--- src/rtl/game_pkg.sv ---
// Shared state encoding and round-count width for the session controller and the timer/score blocks.
// Combinational helpers only: no latency, no flow control.
package game_pkg;

  localparam int ROUND_W = 4;

  typedef enum logic [2:0] {
    ST_WAIT     = 3'd0,
    ST_RECONFIG = 3'd1,
    ST_PREGAME  = 3'd2,
    ST_PLAY     = 3'd3,
    ST_PAUSED   = 3'd4,
    ST_GAMEOVER = 3'd5
  } state_t;

  function automatic logic [ROUND_W-1:0] round_inc(input logic [ROUND_W-1:0] cnt,
                                                   input logic [ROUND_W-1:0] max_cnt);
    return (cnt >= max_cnt) ? max_cnt : cnt + 1'b1;
  endfunction

endpackage

--- src/rtl/btn_edge.sv ---
// Rising-edge detector for a level button input; rise is combinational from btn and one flop.
// No backpressure: rise is high for the single cycle where btn is high and was low the cycle before.
module btn_edge (
  input  logic clk,
  input  logic rst,
  input  logic btn,
  output logic rise
);

  logic btn_d;
  logic btn_q;

  assign btn_d = btn;

  always_ff @(posedge clk or negedge rst) begin
    if (!rst) btn_q <= 1'b0;
    else      btn_q <= btn_d;
  end

  assign rise = btn & ~btn_q;

endmodule

--- src/rtl/game_session_ctrl.sv ---
// Session controller gating player loads and driving timer reconfig/enable; all outputs registered (1 cycle).
// No backpressure: requests are sampled each cycle, priority logout > pass reset > start edge.
module game_session_ctrl
  import game_pkg::*;
#(
  parameter int                     NUM_PLAYERS = 2,
  parameter logic [NUM_PLAYERS-1:0] IDLE_MASK   = 2'b10,
  parameter int                     WAIT_CYCLES = 4,
  parameter int                     MAX_ROUNDS  = 3
) (
  input  logic                   clk,
  input  logic                   rst,
  input  logic                   enable,
  input  logic                   start_btn,
  input  logic                   logout_btn,
  input  logic                   pass_rst_btn,
  input  logic [NUM_PLAYERS-1:0] p_load_in,
  input  logic                   time_out,
  output logic [NUM_PLAYERS-1:0] p_load_out,
  output logic                   timer_reconfig,
  output logic                   timer_enable,
  output logic                   score_enable,
  output logic                   logout_s,
  output logic                   pass_reset,
  output logic [ROUND_W-1:0]     round_cnt,
  output logic                   match_over
);

  localparam int                 WCW       = (WAIT_CYCLES > 1) ? $clog2(WAIT_CYCLES) : 1;
  localparam logic [WCW-1:0]     WAIT_LAST = WCW'(WAIT_CYCLES - 1);
  localparam logic [ROUND_W-1:0] MAX_R     = ROUND_W'(MAX_ROUNDS);

  state_t                   state_q, state_d;
  logic [WCW-1:0]           wait_cnt_q, wait_cnt_d;
  logic [NUM_PLAYERS-1:0]   p_load_q, p_load_d;
  logic                     reconfig_q, reconfig_d;
  logic                     timer_en_q, timer_en_d;
  logic                     score_en_q, score_en_d;
  logic                     logout_q, logout_d;
  logic                     pass_reset_q, pass_reset_d;
  logic [ROUND_W-1:0]       round_q, round_d;
  logic                     match_over_q, match_over_d;
  logic                     start_rise;
  logic                     to_wait;

  btn_edge u_start_edge (
    .clk  (clk),
    .rst  (rst),
    .btn  (start_btn),
    .rise (start_rise)
  );

  always_comb begin
    state_d      = state_q;
    wait_cnt_d   = wait_cnt_q;
    p_load_d     = p_load_q;
    reconfig_d   = 1'b0;
    timer_en_d   = timer_en_q;
    score_en_d   = score_en_q;
    logout_d     = 1'b0;
    pass_reset_d = 1'b0;
    round_d      = round_q;
    match_over_d = match_over_q;
    to_wait      = 1'b0;

    case (state_q)
      ST_WAIT: begin
        if (wait_cnt_q != WAIT_LAST) wait_cnt_d = wait_cnt_q + 1'b1;
        else if (enable)             state_d    = ST_RECONFIG;
      end
      ST_RECONFIG: begin
        reconfig_d = 1'b1;
        score_en_d = 1'b0;
        wait_cnt_d = '0;
        if (match_over_q) begin
          round_d      = '0;
          match_over_d = 1'b0;
        end
        state_d = ST_PREGAME;
      end
      ST_PREGAME, ST_PAUSED: begin
        p_load_d = IDLE_MASK;
        if (state_q == ST_PAUSED) timer_en_d = 1'b0;
        if (logout_btn) begin
          logout_d = 1'b1;
          to_wait  = 1'b1;
        end else if (pass_rst_btn) begin
          pass_reset_d = 1'b1;
          to_wait      = 1'b1;
        end else if (start_rise) begin
          timer_en_d = 1'b1;
          state_d    = ST_PLAY;
        end
      end
      ST_PLAY: begin
        p_load_d = p_load_in;
        // Timer expiry wins over a simultaneous pause request.
        if (time_out) begin
          round_d = round_inc(round_q, MAX_R);
          state_d = ST_GAMEOVER;
        end else if (start_rise) begin
          timer_en_d = 1'b0;
          p_load_d   = IDLE_MASK;
          state_d    = ST_PAUSED;
        end
      end
      ST_GAMEOVER: begin
        p_load_d     = IDLE_MASK;
        timer_en_d   = 1'b0;
        score_en_d   = 1'b1;
        match_over_d = (round_q == MAX_R);
        if (logout_btn) begin
          logout_d = 1'b1;
          to_wait  = 1'b1;
        end else if (pass_rst_btn) begin
          pass_reset_d = 1'b1;
          to_wait      = 1'b1;
        end else if (start_rise) begin
          to_wait = 1'b1;
        end
      end
      default: begin
        state_d      = ST_WAIT;
        wait_cnt_d   = '0;
        p_load_d     = IDLE_MASK;
        timer_en_d   = 1'b0;
        score_en_d   = 1'b0;
        round_d      = '0;
        match_over_d = 1'b0;
      end
    endcase

    // score_enable deliberately survives the return to WAIT; RECONFIG clears it.
    if (to_wait) begin
      state_d    = ST_WAIT;
      p_load_d   = IDLE_MASK;
      timer_en_d = 1'b0;
    end
  end

  always_ff @(posedge clk or negedge rst) begin
    if (!rst) begin
      state_q      <= ST_WAIT;
      wait_cnt_q   <= '0;
      p_load_q     <= IDLE_MASK;
      reconfig_q   <= 1'b0;
      timer_en_q   <= 1'b0;
      score_en_q   <= 1'b0;
      logout_q     <= 1'b0;
      pass_reset_q <= 1'b0;
      round_q      <= '0;
      match_over_q <= 1'b0;
    end else begin
      state_q      <= state_d;
      wait_cnt_q   <= wait_cnt_d;
      p_load_q     <= p_load_d;
      reconfig_q   <= reconfig_d;
      timer_en_q   <= timer_en_d;
      score_en_q   <= score_en_d;
      logout_q     <= logout_d;
      pass_reset_q <= pass_reset_d;
      round_q      <= round_d;
      match_over_q <= match_over_d;
    end
  end

  assign p_load_out     = p_load_q;
  assign timer_reconfig = reconfig_q;
  assign timer_enable   = timer_en_q;
  assign score_enable   = score_en_q;
  assign logout_s       = logout_q;
  assign pass_reset     = pass_reset_q;
  assign round_cnt      = round_q;
  assign match_over     = match_over_q;

endmodule
--- config.mk ---
export PLATFORM = sky130hd
export DESIGN_NAME = game_session_ctrl
export DESIGN_NICKNAME = d
export VERILOG_FILES = /design/src/rtl/game_pkg.sv /design/src/rtl/btn_edge.sv /design/src/rtl/game_session_ctrl.sv
export SDC_FILE = /design/constraint.sdc
export NUM_CORES = 1
export LEC_CHECK = 0
export CORE_MARGIN = 3
export CORE_UTILIZATION = 53
export CTS_BUF_LIST = sky130_fd_sc_hd__clkbuf_8 sky130_fd_sc_hd__clkbuf_16
export CTS_CLUSTER_SIZE = 20
export DETAILED_ROUTE_END_ITERATION = 12
export PLACE_DENSITY = 0.82
export SETUP_SLACK_MARGIN = 0.5
export SLEW_MARGIN = 5
export SYNTH_ARGS = -nofsm -noshare
export SYNTH_HDL_FRONTEND = slang
export SYNTH_SLANG_ARGS = --single-unit
--- constraint.sdc ---
create_clock -name clk -period 4.5 [get_ports clk]
set_input_delay 0.45 -clock clk [delete_from_list [all_inputs] [get_ports clk]]
set_output_delay 0.45 -clock clk [all_outputs]
set_load 0.01 [all_outputs]
==> reports/qor.yml <==
synth_cell_type_count: 42
vias: 778
synth-seq-cells: 18
holdPathStages: 2
holdPathEnd: "score_enable"
final_cell_area_mm2: 0.001226
post_cts_buffers: 0
synth_ff_type: "dfrtp_1"
placed_area_mm2: 0.001181
timing.rr.end: "round_cnt[1]"
insertedDiodeCount: 0
worst_ep_required_time_ps: 4050
r2r_slack_ps: 2790
gp_congestion: 0.7999
hold_path.class: "flop to flop"
ir_drop_v: 0.0003287
drv_cap: 0
setup-violations-final: 0
syn_inst: 93
sequentialPowerShare_pct: 43.1
postRouteAntennaNets: 0
cts_hold_buf: 0
cp-end-kind: "primary output"
cp.arrival_ps: 1300
area.growth.synth_to_final_pct: 22.19
max_freq_ghz: 0.5705
holdCritStartpoint: "score_enable"
power.leakage_nw: 0.5177
max_slew.worst_pin.slew_ps: 790.6
slowest_stage: "dfstp_2"
syn_area_mm2: 0.001003
nets: 123
drt_pass1_iterations: 4
clock-sinks: 18
grt_usage_pct: 18.79
r2r_start: "state_q[2]"
tns_ps: 0
start_util_pct: 56.88
slew_headroom_pct: 47.13
p_int_uw: 424.4
antenna_found_initial: 0
coreArea_mm2: 0.001764
path_class: "flop to primary output"
ys_warn_count: 0
path_max_fanout: 2
async_flop_share_pct: 100.0
syn_nets: 104
row_count: 15
die-area_mm2: 0.002451
power.density_mw_per_mm2: 540.8
io_pins: 21
hpwl_um: 1418
die_w_um: 49.51
reg2reg_depth: 3
drt_wl_total_um: 1952
grt_first_pass_wirelength_um: 3567
dp_cells: 132
cts_buffers: 3
insertion_delay_ps: 250
drc_errors: 0
power.clock.fraction_pct: 16.9
cts_buffer_depth: 2
cts_resized: 0
cp_cell_sequence: "clkdlybuf4s50_1"
grt_pass1_vias: 775
tritoncts: "built"
ys_seq_area_share_pct: 45.01
comb_power_share_pct: 40.0
critical-path-top-delay-family: "flip-flops"
postSynthAreaPerCell_um2: 10.79
cpPeakStageDelay_ps: 530
status: "finished clean"
clk_pin_slew_ps: 70
globalRoute.totalOverflow: 0
crit_buf_inv: 1
power.switching_uw: 238.7
die_h_um: 49.51
startpoint_type: "flop"
grt_max_degree: 22
portBuffers: 20
wl_per_cell_um: 14.35
drv_slew: 0
instances_no_fill: 136
fin_crit_ps: 1753
htree_num_levels: 1
drive_above_1_share_pct: 12.61
finClkSkew_ps: 7.445
viasPerCell: 5.721
final.period_utilization_pct: 38.95
final_hold_viol_count: 0
grt_setup_unrepaired: "no"
switching_share_pct: 35.99
cts_root_buf: "clkbuf_8"
drt_iter0_drc: 15
synth_edf_count: 0
per-stage QoR:
stage                     hold WS (ps)  util (%)  power [mW]  worst slack, ps
after global routing             566.9     69.50      0.7137             2720
after CTS                        518.7     69.50      0.6675             2737
after detailed placement         504.2     66.95      0.5549             2609
after global placement           467.9     66.95      0.5418             2684
after floorplan                  154.4         -      0.4731             3080
final                            512.4     69.50      0.6631             2747
power by group through the flow:
stage	clock [mW]	sequential, mW	combinational [mW]
detailed placement	0	0.288	0.267
global route	0.123	0.297	0.294
CTS	0.115	0.285	0.268
global placement	0	0.285	0.257
floorplan	0	0.258	0.215
finish	0.112	0.286	0.266
registers in the layout (all words and copies together) (netlist names), 2 cells and up:
| signal | count |
|---|---|
| round_cnt | 4 |
| p_load_out | 2 |
| state_q | 3 |
| wait_cnt_q | 2 |
how the worst max path moves through the flow:
stage | start | endpoint | cells past startpoint | slack [ps]
finish | p_load_out[1] | p_load_out[1] | 1 | 2750
global placement | time_out | round_cnt[0] | 4 | 2680
floorplan | wait_cnt_q[0] | state_q[0] | 4 | 3080
global route | p_load_out[1] | p_load_out[1] | 1 | 2720
CTS | p_load_out[1] | p_load_out[1] | 1 | 2740
detailed placement | time_out | round_cnt[1] | 4 | 2610
synthesized netlist by cell type, types with 2 or more instances:
cell type	instances	share of area (%)
dfrtp_1	17	42
nand2_1	5	1.9
nor2b_1	5	3.1
a21oi_1	4	2.0
buf_6	4	4.5
inv_1	4	1.5
nor2_1	4	1.5
o21ai_0	4	2.0
and2_1	3	1.9
nor3b_1	3	2.2
o21ai_1	3	1.5
a31oi_1	2	1.2
ha_1	2	2.5
mux2_4	2	3.0
nand2b_1	2	1.2
nor3_1	2	1.0
nor3_2	2	2.0
placed cells by master (no fill, tap or decap), drive strengths merged, types with 2 or more instances in the layout:
cell type      synthesis  routed
a32oi                  2       2
a21oi                  4       4
dfrtp                 17      17
o21ai                  7       7
inv                    4       5
clkbuf                 1       3
nand2                  5       5
and2                   3       3
a21o                   2       2
nor3                   4       4
nor2                   5       5
nor2b                  6       6
mux2                   2       2
nand2b                 2       2
a31oi                  2       2
ha                     2       2
clkdlybuf4s50          0      20
nor3b                  3       3
routing by layer:
layer	global-route usage (%)	vias to the layer above	wire length (um)
met5	0	-	0
met2	30.36	25	907
li1	-	374	-
met3	4.230	2	94
met1	24.85	377	936
met4	6.452	0	13
worst min-delay path, stage by stage, from the launching register on:
cell and delay, ps:
dfrtp_1 360, nand2_1 50, o21ai_0 60
cell families after synthesis:
family                     count (synthesis)  share of synthesized area, %
AOI/OAI and AO/OA                         28                         21.32
adders and majority gates                  2                         2.493
buffers and inverters                     10                         6.856
DFF                                       18                         45.01
muxes                                      3                         3.990
and+or+nand+nor                           32                         20.32
final cells by class:
type	count	area, um^2
clock buffers	3	41.29
clock inverters	1	3.754
fillers	145	538.0
inverters	4	15.01
multi-input cells	65	483.0
flip-flops and latches	18	451.7
well taps	25	31.28
repair buffers	20	200.2
No activity file was read; power rests on OpenSTA's default activity.
